<file path="config.mk">
export PLATFORM = sky130hd
export DESIGN_NAME = conv_window_feeder
export DESIGN_NICKNAME = d
export VERILOG_FILES = /design/src/rtl/conv_window_feeder.sv
export SDC_FILE = /design/constraint.sdc
export NUM_CORES = 1
export LEC_CHECK = 0
export ABC_CLOCK_PERIOD_IN_PS = 21600
export CAP_MARGIN = 20
export CORE_ASPECT_RATIO = 0.75
export CORE_UTILIZATION = 35
export CTS_CLUSTER_DIAMETER = 150
export DETAILED_ROUTE_END_ITERATION = 10
export DONT_BUFFER_PORTS = 1
export GPL_TIMING_DRIVEN = 0
export SLEW_MARGIN = 30
export SYNTH_ARGS = -nofsm -noshare
export SYNTH_HDL_FRONTEND = slang
export SYNTH_SLANG_ARGS = --single-unit
</file>
<file path="constraint.sdc">
create_clock -name clk -period 21.6 [get_ports clk]
set_input_delay 4.32 -clock clk [delete_from_list [all_inputs] [get_ports clk]]
set_output_delay 4.32 -clock clk [all_outputs]
set_load 0.01 [all_outputs]
</file>
<file path="src/rtl/conv_window_feeder.sv">
// ---------------------------------------------------------------------------
// conv_window_feeder
//
// Source side of the 3x3 convolution input interface. Collects nine weight
// bytes, presents them once with a one-cycle weight_valid pulse, then
// streams a raster-order frame and emits every fully-populated 3x3 window
// (no padding) to the Convolution block.
//
// Parameters
//   IMG_W, IMG_H   image width / height in pixels (each >= 3)
//
// Ports
//   clk            single clock, rising edge
//   rst_n          synchronous active-low reset
//   w_valid/w_data serial weight stream, k-th accepted byte -> In_Weight_k
//   pix_valid/pix_data/pix_ready
//                  raster pixel stream, accepted on pix_valid && pix_ready
//   weight_valid   one-cycle pulse, In_Weight_1..9 valid
//   In_Weight_1..9 loaded weights, held until reload or reset
//   in_valid       In_IFM_1..9 hold a valid window this cycle
//   In_IFM_1..9    window in row-major order (1..3 top, 7..9 bottom)
//   frame_done     pulse together with the last window of a frame
// ---------------------------------------------------------------------------
module conv_window_feeder #(
    parameter int IMG_W = 8,
    parameter int IMG_H = 8
) (
    input  logic       clk,
    input  logic       rst_n,
    input  logic       w_valid,
    input  logic [7:0] w_data,
    input  logic       pix_valid,
    input  logic [7:0] pix_data,
    output logic       pix_ready,
    output logic       weight_valid,
    output logic [7:0] In_Weight_1,
    output logic [7:0] In_Weight_2,
    output logic [7:0] In_Weight_3,
    output logic [7:0] In_Weight_4,
    output logic [7:0] In_Weight_5,
    output logic [7:0] In_Weight_6,
    output logic [7:0] In_Weight_7,
    output logic [7:0] In_Weight_8,
    output logic [7:0] In_Weight_9,
    output logic       in_valid,
    output logic [7:0] In_IFM_1,
    output logic [7:0] In_IFM_2,
    output logic [7:0] In_IFM_3,
    output logic [7:0] In_IFM_4,
    output logic [7:0] In_IFM_5,
    output logic [7:0] In_IFM_6,
    output logic [7:0] In_IFM_7,
    output logic [7:0] In_IFM_8,
    output logic [7:0] In_IFM_9,
    output logic       frame_done
);

    localparam int CW = (IMG_W > 1) ? $clog2(IMG_W) : 1;
    localparam int RW = (IMG_H > 1) ? $clog2(IMG_H) : 1;

    localparam logic [CW-1:0] COL_LAST = CW'(IMG_W - 1);
    localparam logic [RW-1:0] ROW_LAST = RW'(IMG_H - 1);
    localparam logic [CW-1:0] COL_TWO  = CW'(2);
    localparam logic [RW-1:0] ROW_TWO  = RW'(2);

    typedef enum logic [1:0] {
        S_WLOAD  = 2'd0,
        S_WOUT   = 2'd1,
        S_STREAM = 2'd2
    } state_t;

    // Control state and counters
    state_t          state_r;
    state_t          state_nx_s;
    logic [3:0]      wcnt_r;
    logic [CW-1:0]   col_r;
    logic [RW-1:0]   row_r;

    // Weight storage
    logic [7:0]      weight_r [0:8];

    // Line buffers: lb1 holds row r-1, lb2 holds row r-2
    logic [7:0]      lb1_r [0:IMG_W-1];
    logic [7:0]      lb2_r [0:IMG_W-1];

    // Shift window: columns c-2 (index 0) and c-1 (index 1). The third
    // column is the one arriving with the current pixel, so it is taken
    // straight from the line buffers and pix_data when the window is
    // captured into the output registers.
    logic [7:0]      win_top_r [0:1];
    logic [7:0]      win_mid_r [0:1];
    logic [7:0]      win_bot_r [0:1];

    // Decoded controls
    logic            w_load_s;
    logic            accept_s;
    logic            last_col_s;
    logic            last_pix_s;
    logic            emit_s;
    logic [7:0]      new_top_s;
    logic [7:0]      new_mid_s;

    // Output registers
    logic            pix_ready_r;
    logic            weight_valid_r;
    logic            in_valid_r;
    logic            frame_done_r;
    logic [7:0]      ifm_r [0:8];

    // State register
    always_ff @(posedge clk) begin
        if (!rst_n) begin
            state_r <= S_WLOAD;
        end else begin
            state_r <= state_nx_s;
        end
    end

    // Next-state logic
    always_comb begin
        state_nx_s = state_r;
        case (state_r)
            S_WLOAD: begin
                if (w_valid && (wcnt_r == 4'd8)) begin
                    state_nx_s = S_WOUT;
                end else begin
                    state_nx_s = S_WLOAD;
                end
            end
            S_WOUT: begin
                state_nx_s = S_STREAM;
            end
            S_STREAM: begin
                if (pix_valid && (row_r == ROW_LAST) && (col_r == COL_LAST)) begin
                    state_nx_s = S_WLOAD;
                end else begin
                    state_nx_s = S_STREAM;
                end
            end
            default: begin
                state_nx_s = S_WLOAD;
            end
        endcase
    end

    // Output / datapath control decode from the current state
    always_comb begin
        w_load_s   = 1'b0;
        accept_s   = 1'b0;
        case (state_r)
            S_WLOAD: begin
                w_load_s = w_valid;
            end
            S_WOUT: begin
                w_load_s = 1'b0;
            end
            S_STREAM: begin
                accept_s = pix_valid;
            end
            default: begin
                w_load_s = 1'b0;
                accept_s = 1'b0;
            end
        endcase

        last_col_s = (col_r == COL_LAST);
        last_pix_s = last_col_s && (row_r == ROW_LAST);

        // Window is complete only once two earlier rows and two earlier
        // columns of the current row are available.
        if (accept_s && (row_r >= ROW_TWO) && (col_r >= COL_TWO)) begin
            emit_s = 1'b1;
        end else begin
            emit_s = 1'b0;
        end

        new_top_s = lb2_r[col_r];
        new_mid_s = lb1_r[col_r];
    end

    // Weight counter and pixel position counters
    always_ff @(posedge clk) begin
        if (!rst_n) begin
            wcnt_r <= 4'd0;
            col_r  <= '0;
            row_r  <= '0;
        end else begin
            case (state_r)
                S_WLOAD: begin
                    if (w_load_s) begin
                        wcnt_r <= wcnt_r + 4'd1;
                    end
                end
                S_WOUT: begin
                    wcnt_r <= wcnt_r;
                end
                S_STREAM: begin
                    if (accept_s) begin
                        if (last_pix_s) begin
                            wcnt_r <= 4'd0;
                            col_r  <= '0;
                            row_r  <= '0;
                        end else if (last_col_s) begin
                            col_r  <= '0;
                            row_r  <= row_r + RW'(1);
                        end else begin
                            col_r  <= col_r + CW'(1);
                        end
                    end
                end
                default: begin
                    wcnt_r <= 4'd0;
                    col_r  <= '0;
                    row_r  <= '0;
                end
            endcase
        end
    end

    // Weight slots, written one per accepted weight byte
    always_ff @(posedge clk) begin
        if (!rst_n) begin
            for (int i = 0; i < 9; i++) begin
                weight_r[i] <= 8'd0;
            end
        end else if (w_load_s) begin
            weight_r[wcnt_r] <= w_data;
        end
    end

    // Line buffers: age the column at col by one row on every accepted pixel.
    // Contents are only read after being rewritten in the current frame, so
    // they carry no reset.
    always_ff @(posedge clk) begin
        if (accept_s) begin
            lb2_r[col_r] <= lb1_r[col_r];
            lb1_r[col_r] <= pix_data;
        end
    end

    // Shift window: push the arriving column in, drop the oldest
    always_ff @(posedge clk) begin
        if (!rst_n) begin
            for (int i = 0; i < 2; i++) begin
                win_top_r[i] <= 8'd0;
                win_mid_r[i] <= 8'd0;
                win_bot_r[i] <= 8'd0;
            end
        end else if (accept_s) begin
            win_top_r[0] <= win_top_r[1];
            win_mid_r[0] <= win_mid_r[1];
            win_bot_r[0] <= win_bot_r[1];
            win_top_r[1] <= new_top_s;
            win_mid_r[1] <= new_mid_s;
            win_bot_r[1] <= pix_data;
        end
    end

    // Registered outputs; handshake flags follow the upcoming state so they
    // line up with the state they describe.
    always_ff @(posedge clk) begin
        if (!rst_n) begin
            pix_ready_r    <= 1'b0;
            weight_valid_r <= 1'b0;
            in_valid_r     <= 1'b0;
            frame_done_r   <= 1'b0;
            for (int i = 0; i < 9; i++) begin
                ifm_r[i] <= 8'd0;
            end
        end else begin
            pix_ready_r    <= (state_nx_s == S_STREAM);
            weight_valid_r <= (state_nx_s == S_WOUT);
            in_valid_r     <= emit_s;
            frame_done_r   <= accept_s && last_pix_s;
            if (emit_s) begin
                ifm_r[0] <= win_top_r[0];
                ifm_r[1] <= win_top_r[1];
                ifm_r[2] <= new_top_s;
                ifm_r[3] <= win_mid_r[0];
                ifm_r[4] <= win_mid_r[1];
                ifm_r[5] <= new_mid_s;
                ifm_r[6] <= win_bot_r[0];
                ifm_r[7] <= win_bot_r[1];
                ifm_r[8] <= pix_data;
            end
        end
    end

    assign pix_ready    = pix_ready_r;
    assign weight_valid = weight_valid_r;
    assign in_valid     = in_valid_r;
    assign frame_done   = frame_done_r;

    assign In_Weight_1  = weight_r[0];
    assign In_Weight_2  = weight_r[1];
    assign In_Weight_3  = weight_r[2];
    assign In_Weight_4  = weight_r[3];
    assign In_Weight_5  = weight_r[4];
    assign In_Weight_6  = weight_r[5];
    assign In_Weight_7  = weight_r[6];
    assign In_Weight_8  = weight_r[7];
    assign In_Weight_9  = weight_r[8];

    assign In_IFM_1     = ifm_r[0];
    assign In_IFM_2     = ifm_r[1];
    assign In_IFM_3     = ifm_r[2];
    assign In_IFM_4     = ifm_r[3];
    assign In_IFM_5     = ifm_r[4];
    assign In_IFM_6     = ifm_r[5];
    assign In_IFM_7     = ifm_r[6];
    assign In_IFM_8     = ifm_r[7];
    assign In_IFM_9     = ifm_r[8];

endmodule

</file>
# Yosys cells after proc, flatten, opt, wreduce, memory -nomap -nowiden
# Memories as Yosys holds them, arrays and structs flattened. A register that Yosys moved wholly into a read port is not among the register bits.
# Cells that the tools add are included.
[word_totals]
in_bits = 20
out_inout_bits = 148
mem_bits_rw = 320
word_cells = 112
n_memories = 7
ff_bits = 16
[op_classes]
mux = 51
n_eq_ne = 11
add_sub_neg = 3
reduce_logical = 13
magnitude_cmp = 2
bitwise_logic = 17
[mem_list]
columns = ["name", "depth", "width", "rd", "rd_clocked_by_memory_dff", "write_ports", "line_no", "text"]
rows = [
  ["ifm_r", 9, 8, 9, 0, 9, "108", "logic [7:0] ifm_r [0:8];"],
  ["weight_r", 9, 8, 9, 0, 9, "80", "logic [7:0] weight_r [0:8];"],
  ["lb1_r", 8, 8, 1, 1, 1, "83", "logic [7:0] lb1_r [0:IMG_W-1];"],
  ["lb2_r", 8, 8, 1, 1, 1, "84", "logic [7:0] lb2_r [0:IMG_W-1];"],
  ["win_bot_r", 2, 8, 2, 0, 2, "92", "logic [7:0] win_bot_r [0:1];"],
  ["win_mid_r", 2, 8, 2, 0, 2, "91", "logic [7:0] win_mid_r [0:1];"],
  ["+1 memories", "-", "-", "-", "-", "-", "-", ""],
]
[ops]
columns = ["op", "n"]
rows = [
  ["$mux 8", 16],
  ["$mux 3", 10],
  ["$mux 1", 16],
  ["$mux 4", 4],
  ["$or 1x1->1", 15],
  ["$pmux 3 s2", 2],
  ["$pmux 4 s3", 1],
  ["$reduce_or 8->1", 1],
  ["$logic_and 1x1->1", 7],
  ["$add 3x1->3 const B", 2],
  ["$eq 3x3->1 const B", 2],
  ["$ge 3x2->1 const B", 2],
  ["$ne 2x2->1 const B", 3],
  ["$pmux 2 s3", 1],
  ["$add 4x1->4 const B", 1],
  ["$eq 2x1->1 const B", 2],
  ["$eq 2x2->1 const B", 2],
  ["$eq 4x4->1 const B", 1],
  ["$reduce_and 4->1", 1],
  ["$ne 3x3->1 const B", 1],
  ["$reduce_and 3->1", 1],
  ["$logic_not 2->1", 1],
  ["$mux 2", 1],
  ["$not 1->1", 2],
  ["other kinds (2)", 2],
]

# Depth between registers and ports, before layout
[depth]
depth_word = 9
ltp_mapped = 7
ltp_nobuf = 6

# Least setup slack after synthesis
# No wires, ideal clock.
[synth_path]
kind = "input port to flip-flop"
startpoint = "input port pix_valid"
endpoint = "memory ifm_r[0][0], enable pin"
setup_ps = 601
arrival_time_ps = 9603
required_time_ps = 20999
path_stages = 2
n_path_buf = 0
setup_slack_ps = 11396
path_cell_list = "nand3b_1 > o21ai_0"
[synth_lines]
columns = ["item", "line_no", "text"]
rows = [
  ["from (decl)", "32", "input logic pix_valid,"],
  ["to (decl)", "108", ""],
]

==> reports/results.ini <==
[outcome]
status = complete, no violations

[run]
cap_violations = 0

[yosys]
muxShareOfSynthArea = 0.0559
synth.distinct_cells = 44
synth_top_family_by_area = simple AND/OR/NAND/NOR gates
syn_avg_cell_area_um2 = 16.8
yosysSeqAreaShare = 0.764
synth_ff_type = edfxtp_1
synth_edf_count = 320
synth_simple_gate_area_frac = 0.120
async_flop_share = 0
synthCells = 779
synthXorXnorAreaFrac = 0
syn-cell-area_um2 = 13100
yosysWarnings = 0
ys_ff_latch = 339
synth_compound_area_frac = 0.0309
syn_nets = 810
synthAdderAreaFrac = 0.0105

[clock_tree]
post_cts_resized = 0
cts_hold_buffers = 0
cts_tree = yes
worstSkewPairLatency_ns = 0.52
cts_root_buf = clkbuf_16
post_cts_buffers = 0
cts_sinks = 339
htreeDepth = 2
cts_buffers = 36
clkTransAtPathRegs_ns = 0.06
cts_max_path_buffers = 3

[timing]
final-hold-violation-count = 0
fin_skew_ns = 0.0124
slew_violations = 0
tns_ns = 0
fin_crit_ns = 5.71
finalCritPeriodShare = 0.264
max-slew-margin-rel = 0.431
fmax_mhz = 175
worst_pin_slew_ns = 0.846
rsz0062_at_grt = false
setup_viol = 0

[cells_and_area]
nNetsFinal = 869
final_cell_area_um2 = 15100
utilization = 0.416
final_layout_size_suffix_gt1_frac = 0.206
final_common_cell = edfxtp_1
area_growth_syn_to_layout_pct = 15.7
final_cell_mix = 320 x edfxtp_1, 98 x and2_1, 64 x mux2_2
n_fill_cell = 3302

[pwr]
seqPwrFrac = 0.552
comb_power_share = 0.014
power_density_nw_per_um2 = 89.5
p_sw_mw = 0.274
leakagePower_nw = 5.21
finalPower_mw = 1.35
peakVddDrop_mv = 0.0483
p_sw_frac = 0.202
intPower_mw = 1.08
clkPwrFrac = 0.434

[grt]
grt_pass1_vias = 6877
antenna_found_initial = 4
grt_max_degree = 49
grt_first_pass_wirelength_mm = 44.3
gr-total-overflow = 0
grt_usage = 0.158

[place]
placed_cell_area_um2 = 14000
io_buffers = 0
place.gp.congestion = 0.757
hpwl_mm = 20.5

[die]
rows = 60
die_w_um = 225
ios = 168
die_h_um = 169
floorplan.initialDensity = 0.360
fp.dieArea_um2 = 38100
coreArea_um2 = 36300

[critical_path]
cp_max_fo = 10
path_class = input pin to register
cp.arrival_ns = 5.91
cp.required_ns = 21.80
critPathLaunchType = input pin
critPathCaptureType = register

[route]
antenna_left = 0
drc = 0
vias = 6723
routed_wl_mm = 30.0
routedWlPerCell_um = 22.2
vias_per_cell = 4.96
dr.pass1.iters = 5
drt_iter0_drc = 600

[worst_hold_path]
hp-class = register to register

metrics by stage:
step	hold slack (ns)	cells	setup WS [ns]
global placement	0.492	1275	8.41
CTS	0.517	1355	15.99
finish	0.514	1356	15.89
floorplan	0.471	779	11.40
global route	0.535	1355	15.87
detailed placement	0.504	1296	15.45
final timing paths:
| check | from | endpoint | slack [ns] | cells after the start |
|---|---|---|---|---|
| setup / recovery | pix_valid | win_top_r[0][14]$_SDFFCE_PN0P_ | 15.89 | 5 |
| hold / removal | win_mid_r[0][2]$_SDFFCE_PN0P_ | ifm_r[0][26]$_SDFFCE_PN0P_ | 0.51 | 1 |
| setup reg to reg | col_r[0]$_SDFFE_PN0P_ | ifm_r[0][46]$_SDFFCE_PN0P_ | 18.94 | 9 |
| hold reg to reg | win_mid_r[0][2]$_SDFFCE_PN0P_ | ifm_r[0][26]$_SDFFCE_PN0P_ | 0.51 | 1 |
worst max-delay path, stage by stage:
cell and delay, ns:
and3b_1 0.13, buf_2 0.16, nand2_2 0.23, buf_2 0.32
nor3_1 0.74
cells in the mapped netlist (2+ instances only):
| cell type | count | area [µm²] |
|---|---|---|
| a32oi_1 | 2 | 17.5 |
| a21o_1 | 4 | 30.0 |
| buf_6 | 3 | 33.8 |
| nand2_1 | 12 | 45.0 |
| nor2b_1 | 35 | 219 |
| dfxtp_1 | 19 | 380 |
| nand2b_1 | 9 | 56.3 |
| o22ai_1 | 34 | 213 |
| mux2_2 | 64 | 721 |
| clkbuf_1 | 13 | 48.8 |
| a21oi_1 | 2 | 10.0 |
| buf_4 | 9 | 67.6 |
| inv_1 | 4 | 15.0 |
| o211ai_1 | 2 | 15.0 |
| ha_1 | 11 | 138 |
| and3_1 | 38 | 238 |
| nor2_1 | 19 | 71.3 |
| nand3b_1 | 4 | 30.0 |
| nor3_1 | 36 | 180 |
| buf_2 | 14 | 70.1 |
| o21ai_0 | 5 | 25.0 |
| o31ai_1 | 2 | 15.0 |
| edfxtp_1 | 320 | 9610 |
| and2_1 | 98 | 613 |
power by group through the flow:
stage          logic [mW]  registers, mW  clock network [mW]
4_1_cts            0.0189          0.748               0.600
3_5_place_dp       0.0188          0.762                   0
2_1_floorplan      0.0112          0.759                   0
3_3_place_gp       0.0155          0.764                   0
6_report           0.0186          0.747               0.588
5_1_grt            0.0206          0.749               0.625
per-layer routing:
| layer | routed length [µm] | track usage | part of all wire | vias up |
|---|---|---|---|---|
| met5 | 0 | 0 | 0 | - |
| met4 | 582 | 0.0473 | 0.019 | 0 |
| met3 | 2210 | 0.0372 | 0.074 | 41 |
| met2 | 13100 | 0.233 | 0.44 | 227 |
| met1 | 14200 | 0.230 | 0.47 | 3391 |
| li1 | - | - | - | 3064 |
layout make-up:
class	count	area, µm²	share of cell area
Antenna cell	1	2.50	0.000165
Buffer	39	220	0.0146
Clock buffer	42	923	0.0610
Clock inverter	17	174	0.0115
Inverter	6	25.0	0.00165
Multi-Input combinational cell	395	2900	0.192
Sequential cell	339	9990	0.660
Tap cell	496	621	0.0410
Timing Repair Buffer	21	268	0.0177
sequential cells by signal (all words and copies together), names as in the netlist, named ones only:
register,count
state_r,2
win_bot_r,16
ifm_r,72
lb2_r,64
row_r,3
col_r,3
win_top_r,16
weight_r,72
win_mid_r,16
weight_valid,1
lb1_r,64
pix_ready,1
in_valid,1
wcnt_r,4
frame_done,1
logic make-up after synthesis:
family | count (synthesis)
fa+ha+maj | 11
flops | 339
mux | 65
compound gates | 58
buf+inv | 45
simple gates | 261
(Power assumes the default switching activity.)
